## config.mk

```make
export PLATFORM = sky130hd
export DESIGN_NAME = asrv32_uart_loader
export DESIGN_NICKNAME = d
export VERILOG_FILES = /design/src/rtl/asrv32_uart_loader_pkg.sv /design/src/rtl/asrv32_uart_rx.sv /design/src/rtl/asrv32_uart_loader.sv
export SDC_FILE = /design/constraint.sdc
export NUM_CORES = 1
export LEC_CHECK = 0
export BUFFER_PORTS_ARGS = -buffer_cell sky130_fd_sc_hd__buf_2
export CORE_ASPECT_RATIO = 0.8
export CORE_MARGIN = 2
export CORE_UTILIZATION = 55
export CTS_BUF_LIST = sky130_fd_sc_hd__clkbuf_4
export DETAILED_ROUTE_END_ITERATION = 7
export HOLD_SLACK_MARGIN = 0.08
export PLACE_DENSITY = 0.73
export SLEW_MARGIN = 20
export SYNTH_ARGS = -nofsm -noshare
export SYNTH_HDL_FRONTEND = slang
export SYNTH_HIERARCHICAL = 1
export SYNTH_SLANG_ARGS = --single-unit
```

## constraint.sdc

```tcl
create_clock -name i_clk -period 5.5 [get_ports i_clk]
set_clock_uncertainty 0.15 [all_clocks]
set_input_delay 1.1 -clock i_clk [delete_from_list [all_inputs] [get_ports i_clk]]
set_output_delay 1.1 -clock i_clk [all_outputs]
set_load 0.005 [all_outputs]
```

## src/rtl/asrv32_uart_loader_pkg.sv

```systemverilog
// Shared definitions for the ASRV32 UART boot loader: frame sync byte and
// the state encodings of the loader FSM and the UART receiver.
package asrv32_uart_loader_pkg;

  localparam logic [7:0] LOADER_SYNC = 8'hA5;

  typedef enum logic [2:0] {
    StIdle,
    StLenLo,
    StLenHi,
    StData,
    StWrite,
    StCheck,
    StDone,
    StError
  } loader_state_e;

  typedef enum logic [1:0] {
    RxIdle,
    RxStart,
    RxData,
    RxStop
  } rx_state_e;

endpackage

```

## src/rtl/asrv32_uart_rx.sv

```systemverilog
// 8N1 UART receiver with a 2-FF input synchronizer and mid-bit sampling.
// Ports:
//   i_clk, i_rst_n : system clock, asynchronous active-low reset
//   i_rx           : asynchronous serial line, idle high
//   o_byte_valid   : one-cycle pulse, o_byte holds a received byte
//   o_byte         : last assembled byte (meaningful with o_byte_valid)
//   o_frame_err    : one-cycle pulse when the stop bit samples low
module asrv32_uart_rx
  import asrv32_uart_loader_pkg::*;
#(
  parameter int unsigned CLKS_PER_BIT = 868
) (
  input  logic       i_clk,
  input  logic       i_rst_n,
  input  logic       i_rx,
  output logic       o_byte_valid,
  output logic [7:0] o_byte,
  output logic       o_frame_err
);

  localparam int unsigned CntW = $clog2(CLKS_PER_BIT);
  localparam logic [CntW-1:0] LastCnt = CntW'(CLKS_PER_BIT - 1);
  localparam logic [CntW-1:0] HalfCnt = CntW'(CLKS_PER_BIT / 2 - 1);

  rx_state_e       state_q;
  logic            rx_meta_q, rx_sync_q, rx_prev_q;
  logic [CntW-1:0] cnt_q;
  logic [2:0]      bit_idx_q;
  logic [7:0]      shift_q;
  logic            byte_valid_q, frame_err_q;

  always_ff @(posedge i_clk or negedge i_rst_n) begin
    if (!i_rst_n) begin
      state_q      <= RxIdle;
      rx_meta_q    <= 1'b1;
      rx_sync_q    <= 1'b1;
      rx_prev_q    <= 1'b1;
      cnt_q        <= '0;
      bit_idx_q    <= '0;
      shift_q      <= '0;
      byte_valid_q <= 1'b0;
      frame_err_q  <= 1'b0;
    end else begin
      rx_meta_q    <= i_rx;
      rx_sync_q    <= rx_meta_q;
      rx_prev_q    <= rx_sync_q;
      byte_valid_q <= 1'b0;
      frame_err_q  <= 1'b0;
      case (state_q)
        RxIdle: begin
          cnt_q     <= '0;
          bit_idx_q <= '0;
          // Falling edge only: a line left low after a bad stop bit does not retrigger.
          if (rx_prev_q && !rx_sync_q) state_q <= RxStart;
        end
        RxStart: begin
          if (cnt_q == HalfCnt) begin
            cnt_q   <= '0;
            // Start bit gone high again at mid-bit: treat as a glitch.
            state_q <= rx_sync_q ? RxIdle : RxData;
          end else begin
            cnt_q <= cnt_q + 1'b1;
          end
        end
        RxData: begin
          if (cnt_q == LastCnt) begin
            cnt_q   <= '0;
            shift_q <= {rx_sync_q, shift_q[7:1]};
            if (bit_idx_q == 3'd7) state_q <= RxStop;
            else                   bit_idx_q <= bit_idx_q + 1'b1;
          end else begin
            cnt_q <= cnt_q + 1'b1;
          end
        end
        RxStop: begin
          if (cnt_q == LastCnt) begin
            cnt_q        <= '0;
            state_q      <= RxIdle;
            byte_valid_q <= rx_sync_q;
            frame_err_q  <= !rx_sync_q;
          end else begin
            cnt_q <= cnt_q + 1'b1;
          end
        end
        default: state_q <= RxIdle;
      endcase
    end
  end

  assign o_byte_valid = byte_valid_q;
  assign o_byte       = shift_q;
  assign o_frame_err  = frame_err_q;

endmodule

```

## src/rtl/asrv32_uart_loader.sv

```systemverilog
// Boot loader: receives A5, LEN_LO, LEN_HI, 4*LEN data bytes, CHK over UART,
// writes little-endian words to main memory and releases the core on success.
// Ports:
//   i_clk, i_rst_n        : system clock, asynchronous active-low reset
//   i_uart_rx             : serial input, idle high
//   o_mem_addr/data/wr_*  : main memory write port (single-cycle strobe)
//   o_core_rst_n          : core reset, released only after a valid image
//   o_busy                : load in progress
//   o_error               : sticky error, cleared by a successful load
module asrv32_uart_loader
  import asrv32_uart_loader_pkg::*;
#(
  parameter int unsigned CLKS_PER_BIT = 868,
  parameter int unsigned MEMORY_DEPTH = 1024,
  parameter int unsigned LOAD_BASE    = 0
) (
  input  logic                            i_clk,
  input  logic                            i_rst_n,
  input  logic                            i_uart_rx,
  output logic [$clog2(MEMORY_DEPTH)-1:0] o_mem_addr,
  output logic [31:0]                     o_mem_data,
  output logic [3:0]                      o_mem_wr_mask,
  output logic                            o_mem_wr_en,
  output logic                            o_core_rst_n,
  output logic                            o_busy,
  output logic                            o_error
);

  localparam int unsigned AddrW    = $clog2(MEMORY_DEPTH);
  localparam int unsigned IdxW     = $clog2(MEMORY_DEPTH / 4) + 1;
  localparam logic [15:0] MaxWords = 16'(MEMORY_DEPTH / 4 - LOAD_BASE / 4);

  logic       byte_valid, frame_err;
  logic [7:0] rx_byte;

  asrv32_uart_rx #(
    .CLKS_PER_BIT(CLKS_PER_BIT)
  ) u_rx (
    .i_clk       (i_clk),
    .i_rst_n     (i_rst_n),
    .i_rx        (i_uart_rx),
    .o_byte_valid(byte_valid),
    .o_byte      (rx_byte),
    .o_frame_err (frame_err)
  );

  loader_state_e    state_q;
  logic [15:0]      len_q;
  logic [IdxW-1:0]  idx_q;
  logic [1:0]       byte_cnt_q;
  logic [23:0]      word_q;      // first three bytes of the word, newest on top
  logic [7:0]       chk_q;
  logic [AddrW-1:0] mem_addr_q;
  logic [31:0]      mem_data_q;
  logic [3:0]       mem_wr_mask_q;
  logic             mem_wr_en_q, core_rst_n_q, busy_q, error_q;

  logic [15:0] len_full;
  logic [15:0] idx_next;
  assign len_full = {rx_byte, len_q[7:0]};
  assign idx_next = 16'(idx_q) + 16'd1;

  always_ff @(posedge i_clk or negedge i_rst_n) begin
    if (!i_rst_n) begin
      state_q       <= StIdle;
      len_q         <= '0;
      idx_q         <= '0;
      byte_cnt_q    <= '0;
      word_q        <= '0;
      chk_q         <= '0;
      mem_addr_q    <= '0;
      mem_data_q    <= '0;
      mem_wr_mask_q <= '0;
      mem_wr_en_q   <= 1'b0;
      core_rst_n_q  <= 1'b0;
      busy_q        <= 1'b0;
      error_q       <= 1'b0;
    end else begin
      mem_wr_en_q   <= 1'b0;
      mem_wr_mask_q <= 4'h0;
      if (frame_err && !(state_q inside {StIdle, StDone, StError})) begin
        state_q <= StError;
        busy_q  <= 1'b0;
        error_q <= 1'b1;
      end else begin
        case (state_q)
          StIdle, StError: begin
            if (byte_valid && rx_byte == LOADER_SYNC) begin
              state_q    <= StLenLo;
              chk_q      <= '0;
              idx_q      <= '0;
              byte_cnt_q <= '0;
              busy_q     <= 1'b1;
            end
          end
          StLenLo: begin
            if (byte_valid) begin
              len_q[7:0] <= rx_byte;
              state_q    <= StLenHi;
            end
          end
          StLenHi: begin
            if (byte_valid) begin
              len_q <= len_full;
              if (len_full > MaxWords) begin
                state_q <= StError;
                busy_q  <= 1'b0;
                error_q <= 1'b1;
              end else if (len_full == 16'd0) begin
                state_q <= StCheck;
              end else begin
                state_q <= StData;
              end
            end
          end
          StData: begin
            if (byte_valid) begin
              word_q     <= {rx_byte, word_q[23:8]};
              chk_q      <= chk_q ^ rx_byte;
              byte_cnt_q <= byte_cnt_q + 1'b1;
              if (byte_cnt_q == 2'd3) begin
                // Strobe goes out on the same edge that enters WRITE.
                state_q       <= StWrite;
                mem_wr_en_q   <= 1'b1;
                mem_wr_mask_q <= 4'hF;
                mem_data_q    <= {rx_byte, word_q};
                mem_addr_q    <= AddrW'(LOAD_BASE + (32'(idx_q) << 2));
              end
            end
          end
          StWrite: begin
            idx_q   <= idx_q + 1'b1;
            state_q <= (idx_next == len_q) ? StCheck : StData;
          end
          StCheck: begin
            if (byte_valid) begin
              busy_q <= 1'b0;
              if (rx_byte == chk_q) begin
                state_q      <= StDone;
                core_rst_n_q <= 1'b1;
                error_q      <= 1'b0;
              end else begin
                state_q <= StError;
                error_q <= 1'b1;
              end
            end
          end
          StDone: state_q <= StDone;
          default: state_q <= StIdle;
        endcase
      end
    end
  end

  assign o_mem_addr    = mem_addr_q;
  assign o_mem_data    = mem_data_q;
  assign o_mem_wr_mask = mem_wr_mask_q;
  assign o_mem_wr_en   = mem_wr_en_q;
  assign o_core_rst_n  = core_rst_n_q;
  assign o_busy        = busy_q;
  assign o_error       = error_q;

endmodule

```

### Word level (Yosys, flattened, before mapping)

Cells that the tools add are included.

| operators by class | value |
|---|---|
| add/subtract/negate cells | 5 |
| magnitude comparators | 1 |
| equality and inequality tests | 32 |
| muxes and demuxes | 59 |
| bitwise operators | 3 |
| reductions and logical operators | 29 |

Operators with widths:

| cell | count |
|---|---|
| 3-bit two-way mux | 12 |
| 8-bit one-hot mux with 2 select lines | 2 |
| 10-bit one-hot mux with 3 select lines | 1 |
| 8-bit two-way mux | 3 |
| 3-bit one-hot mux with 7 select lines | 1 |
| 10-bit two-way mux | 2 |
| 4-bit AND reduction | 5 |
| 1-bit two-way mux | 19 |
| 9-bit one-hot mux with 2 select lines | 1 |
| 10-bit by 16-bit equality test with 1-bit output | 1 |
| 16-bit by 9-bit greater-than comparator with 1-bit output (second input constant) | 1 |
| 16-bit logical NOT | 1 |
| 2-bit two-way mux | 8 |
| 4-bit two-way mux | 4 |
| 3-bit equality test (second input constant) | 5 |
| 2-bit by 1-bit != test with 1-bit output (second input constant) | 6 |
| 3-bit by 2-bit != test with 1-bit output (second input constant) | 4 |
| 3-bit AND reduction | 4 |
| 10-bit by 1-bit adder with 10-bit output (second input constant) | 1 |
| 9-bit by 1-bit adder with 10-bit output (second input constant) | 1 |
| 10-bit equality test (second input constant) | 1 |
| 10-bit by 9-bit equality test with 1-bit output (second input constant) | 1 |
| 5-bit AND reduction | 2 |
| 9-bit by 1-bit adder with 9-bit output (second input constant) | 1 |
| other kinds (28) | 42 |

| word-level totals | value |
|---|---|
| register bits | 138 |
| input bits | 3 |
| output and inout bits | 50 |
| word-level logic and storage cells | 152 |

### Longest topological paths before layout

Gate-level depths: netlist (run 1).

| depth | value |
|---|---|
| word-level depth | 6 |
| gate-level depth with buffers | 8 |
| depth with buffers taken out | 7 |

### Modules after synthesis

Netlist (run 1), hierarchy kept.

Modules (own cells, without submodules):

| module | times used | cells an instance | area each (µm²) | seq. area each (µm²) |
|---|---|---|---|---|
| asrv32_uart_loader | 1 | 442 | 4,752.1 | 2,652.5 |
| asrv32_uart_rx | 1 | 112 | 1,302.5 | 704.4 |

### Least setup slack after synthesis (run 1)

OpenSTA, ideal clock, no wires.

| timing path | value |
|---|---|
| path kind | register -> register |
| from | reg u_rx.shift_q[6] (netlist: u_rx/o_byte[6]) |
| to | reg, netlist name state_q[2] |
| setup time | 0.118 ns |
| data arrival time | 2.024 ns |
| data required time | 5.232 ns |
| path slack | 3.208 ns |
| stages on the path, launching flop included | 7 |
| buffers on the path | 0 |
| period minus slack after synthesis | 2.292 ns |
| cells stage by stage | dfrtp_1 or4_4 or4_4 nor4_2 a211oi_1 mux2_4 a21o_1 |

RTL lines:

| item | RTL line | source |
|---|---|---|
| start, declared | asrv32_uart_rx.sv:29 | `logic [7:0] shift_q;` |
| start signal, assigned | asrv32_uart_rx.sv:68 | `shift_q <= {rx_sync_q, shift_q[7:1]};` |

==> metrics, run 1 <==
total grt overflow=0; Synth Area in Simple Gates=0.158; outcome=finished clean; drt pass-1 iters=5; Adder-Cell Fraction of Synth Area=0.0124; Clock power frac=0.365; worst path buffer plus inverter count=1; RSZ-0062 raised after global routing=false; fill count=899; global-route usage over all layers=0.218; switching share of power=0.242; Initial Util=0.560; YS warnings=6; Seq cells post-synth=134; Worst IR Drop VDD=0.000226 V; fmax=366 MHz; initial antenna violation count=0; critical path class=flip-flop to flip-flop; cell with the most instances after synthesis=dfrtp_1; top_reg_cell synth=dfrtp_1; Area contributors post-synth=dfrtp_1, mux2_2, nand2_1, o21ai_0, xor2_1; Synth area leader=dfrtp_1; DP HPWL=8000 um; multi-input logic area=2500 um2; Gates resized, CTS repair=0; CTS Hold Bufs=0; Synth Area per Inst=10.9 um2; final period utilization=0.497; clk sink count=134; Cells after Synth=554; worst-path cell chain=nand2_1 > nor3_2 > buf_4 > nand2_2 > mux2_1; Yosys cell types=54; Reg area=3360 um2; Final GP Congestion=0.835; Hold Path Class=primary input to asynchronous set/reset pin; cell area after synthesis=6050 um2; Async SR Flop Fraction=1.00; DRT iter0 DRCs=304; Die ar.=11900 um2; Logic pwr share=0.043; Final Power=0.00174 W; Reg clk slew, reported paths=120 ps; final WL=11800 um; flop-to-flop setup slack=2770 ps; required time worst endpoint=5750 ps; Post-synth top cells=dfrtp_1, nand2_1, o21ai_0, mux2_2, nor2_1; vias=4166; Slowest-stage cell, CP=dfrtp_1; final core utilization=0.615; Startpoint Class=flip-flop; Clock Root Buffer=clkbuf_4; Final nets=604; layout cells sized above 1=0.252; TritonCTS clock tree=built; setup TNS=0 ps; count of final max-slew check failures=0; Max Buffers Root-to-Sink=2; Synth Area in Compound Gates=0.0791; CTS H-tree depth=4; share of the synthesized area in the top cell type=0.541; postcts setup bufs=0; LEAKAGE=3.47 nW; Final Instance Area=6640 um2; number of synthesized flops with an enable pin=0; routed len/inst=15.7 um; max-cap violation count=0; vias in the first global route=4063; Final ANT Viol Nets=0; Crit path largest cell delay=640 ps; die height=97.8 um; number of cell rows=34; min cycle time layout=2730 ps; Arr. time, crit path=2990 ps; DRC=0; sequential area share after synthesis=0.554; I/O Pins=53; total net switching power=0.000422 W; crit path max fanout=44; Core Area=10800 um2; largest family of logic cells by synthesized area=simple AND/OR/NAND/NOR gates; ant diodes=0; DR vias/cell=5.54; first-pass GRT wire length=20400 um; Port Buf Inserts=50; XOR/XNOR Fraction of Synth Area=0.0420; sequential share of power=0.593; crit-path leading delay family=simple AND/OR/NAND/NOR gates; CP Capture Type=flip-flop; largest net degree at the start of global routing=85; final setup vio count=0; endpoints failing hold=0; total CTS buffers=17; internal cell power=0.00132 W; dpl cell area=6360 um2; multiplexer share of the synthesized area=0.119; Slew @ Worst Pin=1060 ps; synthesis-to-finish area growth=9.69%; Die Wd=121 um; Slew headroom=0.296; PwrDens=262 nW/um2; latest clock arrival within the worst-skew pair=510 ps
## final timing paths
| path | start | endpoint | cells past startpoint |
|---|---|---|---|
| min in group i_clk | u_rx/rx_meta_q | u_rx/rx_sync_q | 0 |
| setup reg to reg | state_q[0] | o_mem_data[2] | 5 |
| hold reg to reg | u_rx/rx_meta_q | u_rx/rx_sync_q | 0 |
| hold / removal | i_rst_n | o_mem_data[6] | 1 |
| setup / recovery | state_q[0] | o_mem_data[2] | 5 |
| max in group asynchronous | i_rst_n | u_rx/o_byte[0] | 2 |
## cells by family after synthesis
kind of cell | after synthesis
flip-flops | 134
adder cells (fa/ha/maj) | 6
buffers and inverters | 45
other | 1
AO/OA/AOI/OAI | 80
multiplexers | 62
XOR/XNOR | 29
AND/OR/NAND/NOR | 197
## flip-flops by register name (all words and copies together) (netlist names), 2 cells and up, named ones only
signal          cells
state_q             3
o_mem_addr          8
u_rx/o_byte         8
idx_q               9
len_q              16
o_mem_data         32
u_rx/cnt_q         10
chk_q               8
byte_cnt_q          2
u_rx/bit_idx_q      3
word_q             24
## power by group through the flow
| stage | Combinational [W] | Clock, W | Sequential (W) |
|---|---|---|---|
| after CTS | 0.0000753 | 0.000655 | 0.00103 |
| final | 0.0000740 | 0.000634 | 0.00103 |
| after global routing | 0.0000855 | 0.000700 | 0.00103 |
| after detailed placement | 0.0000756 | 0 | 0.00105 |
| after floorplan | 0.0000490 | 0 | 0.00104 |
| after global placement | 0.0000726 | 0 | 0.00105 |
## cell usage in the layout, fill, tap and decap left out, types with 13 or more instances in the layout
master and count:
nor2_1 38, nand2_1 87, dfrtp_1 131, nand3_1 13, o21ai_0 49, buf_2 49
xor2_1 17, clkbuf_4 20, mux2_2 48, inv_1 13
## metal layers
| metal | routed length (um) | GRT usage |
|---|---|---|
| met1 | 5700 | 0.324 |
| met2 | 5360 | 0.325 |
| met3 | 612 | 0.0496 |
| met4 | 114 | 0.0654 |
| met5 | 0 | 0 |
## metrics by stage
stage / worst slack [ps] / std cells / hold WS (ps)
2_1_floorplan: 3210 / 555 / 195
3_3_place_gp: 2870 / 720 / 197
3_5_place_dp: 2740 / 720 / 198
4_1_cts: 2750 / 752 / 145
5_1_grt: 2530 / 752 / 138
6_report: 2770 / 752 / 200
## cell type report
class,instances,area share
clock buffer,20,0.0226
clock inverter,12,0.0196
inverter,13,0.00735
multi-input combinational,376,0.376
sequential,134,0.505
tap,144,0.0271
timing repair buffer,53,0.0420
No activity file was read; power rests on OpenSTA's default activity.
==> inputs of run 2 (changes only) <==
PLACE_DENSITY = 0.76   (was 0.73)
clock period = 2.3 ns   (was 5.5 ns; I/O delays follow)
==> metrics, run 2 (synthesized netlist as in run 1, its figures left out) <==
outcome=finished clean; GR peak layer=met2; Startpoint Class=flip-flop; max-cap violation count=0 (unchanged); Arr. time, crit path=2560 ps (-430 ps); FF-to-FF End=state_q[2]; required time worst endpoint=2590 ps (-3160 ps); die height=97.8 um (unchanged); Core Area=10800 um2 (unchanged); placed cell count=746 (+3.6%); met2 usage=0.345 (+0.0207); Slew @ Worst Pin=517 ps (-538 ps); layout cells sized above 1=0.303 (+0.0509); total CTS buffers=17 (unchanged); crit path max fanout=3 (-93%); most frequent CP cell=or4_4; Final nets=636 (+5.3%); Reg area=3360 um2 (about the same); DP HPWL=8450 um (+5.5%); dpl cell area=6580 um2 (+3.5%); CP startpoint=u_rx/o_byte[6]; final setup vio count=0 (unchanged); Largest register FFs=32 (unchanged); Crit path largest cell delay=530 ps (-110 ps); Die Wd=121 um (unchanged); Clock Root Buffer=clkbuf_4; largest net degree at the start of global routing=54 (-36%); Final GP Congestion=0.952 (+14%); fill count=827 (-8.0%); ant diodes=0 (unchanged); Hold Path Class=flip-flop to flip-flop; M1 GR Usage=0.312 (-0.0115); first-pass GRT wire length=20700 um (+1.2%); number of cell rows=34 (unchanged); Die ar.=11900 um2 (unchanged); Final ANT Viol Nets=0 (unchanged); worst r2r src=u_rx/o_byte[6]; RSZ-0062 raised after global routing=true; pre-CTS setup slack=-106 ps (-2850 ps); Clock power frac=0.343 (-0.022); I/O Pins=53 (unchanged); Reg clk slew, reported paths=110 ps (about the same); Hold Path End=u_rx/rx_sync_q; synthesis-to-finish area growth=14.5%; DRT iter0 DRCs=404 (+33%); Port Buf Inserts=50 (unchanged); CTS H-tree depth=4 (unchanged); Slowest-stage cell, CP=or4_4; DR vias/cell=5.59 (+0.87%); internal cell power=0.00301 W (+130%); initial antenna violation count=0 (unchanged); PwrDens=583 nW/um2 (+120%); endpoints failing hold=0 (unchanged); DRC=0 (unchanged); switching share of power=0.254 (+0.0116); vias=4370 (+4.9%); final period utilization=0.988 (+0.491); min cycle time layout=2270 ps (-461 ps); Initial Util=0.560 (unchanged); flop-to-flop setup slack=30 ps (-2740 ps); CP Capture Type=flip-flop; latest clock arrival within the worst-skew pair=530 ps (+20 ps); total net switching power=0.00103 W (+140%); multi-input logic area=2560 um2 (+2.7%); routed len/inst=15.9 um (+1.1%); Logic pwr share=0.047 (+0.004); sequential share of power=0.609 (+0.016); count of non-filler cells in the finished layout=782 (+4.0%); drt pass-1 iters=5 (unchanged); hold path depth=0; commonest non-fill, non-tap cell in the layout=dfrtp_1; final setup margin=27.0 ps (-2740 ps); most frequent cells in the layout=dfrtp_1, nand2_1, buf_2, mux2_2, o21ai_0; final WL=12400 um (+5.1%); clk sink count=134 (unchanged); count of final max-slew check failures=0 (unchanged); met3 usage in global routing=0.0619 (+0.0123); global-route usage over all layers=0.223 (+0.00454); R2R cell count=6 (+1); LEAKAGE=3.63 nW (+4.4%); Worst IR Drop VDD=0.000450 V (+99%); worst-path cell chain=or4_4 > or4_4 > nor4_2 > a211oi_1 > mux2_4 > a21o_1; vias in the first global route=4267 (+5.0%); TritonCTS clock tree=built; Slew headroom=0.654 (+0.358); min-delay src=u_rx/rx_meta_q; Max Buffers Root-to-Sink=2 (unchanged); critical path class=flip-flop to flip-flop; Final Instance Area=6930 um2 (+4.4%); total grt overflow=0 (unchanged); fmax=440 MHz (+20%)
run 2: critical path, delay by kind of cell, from the launching register on:
kind	cells	cell delay [ps]
AND/OR/NAND/NOR	3	1130
AO/OA/AOI/OAI	2	260
multiplexers	1	260
flip-flops	1	400
run 2: how the worst max path moves through the flow:
stage | end | slack (ps) | cells past startpoint
CTS | state_q[1] | 1 | 6
finish | state_q[2] | 30 | 6
global placement | state_q[1] | 50 | 7
floorplan | state_q[2] | 8 | 6
global route | state_q[2] | -30 | 6
detailed placement | state_q[1] | -110 | 7
run 2: metrics by stage:
| stage | utilization | total power (W) | hold slack [ps] | setup TNS [ps] |
|---|---|---|---|---|
| final | 0.642 | 0.00404 | 212 | 0 |
| after floorplan | - | 0.00261 | 14.4 | 0 |
| after detailed placement | 0.609 | 0.00269 | 197 | -106 |
| after CTS | 0.635 | 0.00407 | 213 | 0 |
| after global routing | 0.642 | 0.00422 | 224 | -160 |
| after global placement | 0.609 | 0.00268 | 197 | 0 |
run 2: metal layers:
layer | up-vias | part of all wire
met5 | - | 0
met4 | 0 | 0.013
met3 | 20 | 0.047
met2 | 118 | 0.47
met1 | 2169 | 0.47
li1 | 2063 | -
run 2: cell type report:
class / count / share of cell area
Clock buffer: 18 / 0.0195
Timing Repair Buffer: 84 / 0.0776
Clock inverter: 12 / 0.0153
Multi-Input combinational cell: 377 / 0.370
Sequential cell: 134 / 0.485
Inverter: 13 / 0.00704
Tap cell: 144 / 0.0260
run 2: power by group through the flow:
stage / Sequential [W] / Clock [W] / Combinational (W)
floorplan: 0.00249 / 0 / 0.000117
global placement: 0.00250 / 0 / 0.000178
detailed placement: 0.00251 / 0 / 0.000185
CTS: 0.00246 / 0.00142 / 0.000188
global route: 0.00247 / 0.00153 / 0.000219
finish: 0.00246 / 0.00139 / 0.000191
run 2: timing repair:
action / CTS / global route
pin swaps: 0 / 8
hold buffers: 2 / 0
endpoints found under the hold margin: 34 / 0
gates resized for setup: 3 / 15
gates cloned: 0 / 1
setup buffers: 2 / 1
endpoints found under the setup margin: 2 / 33
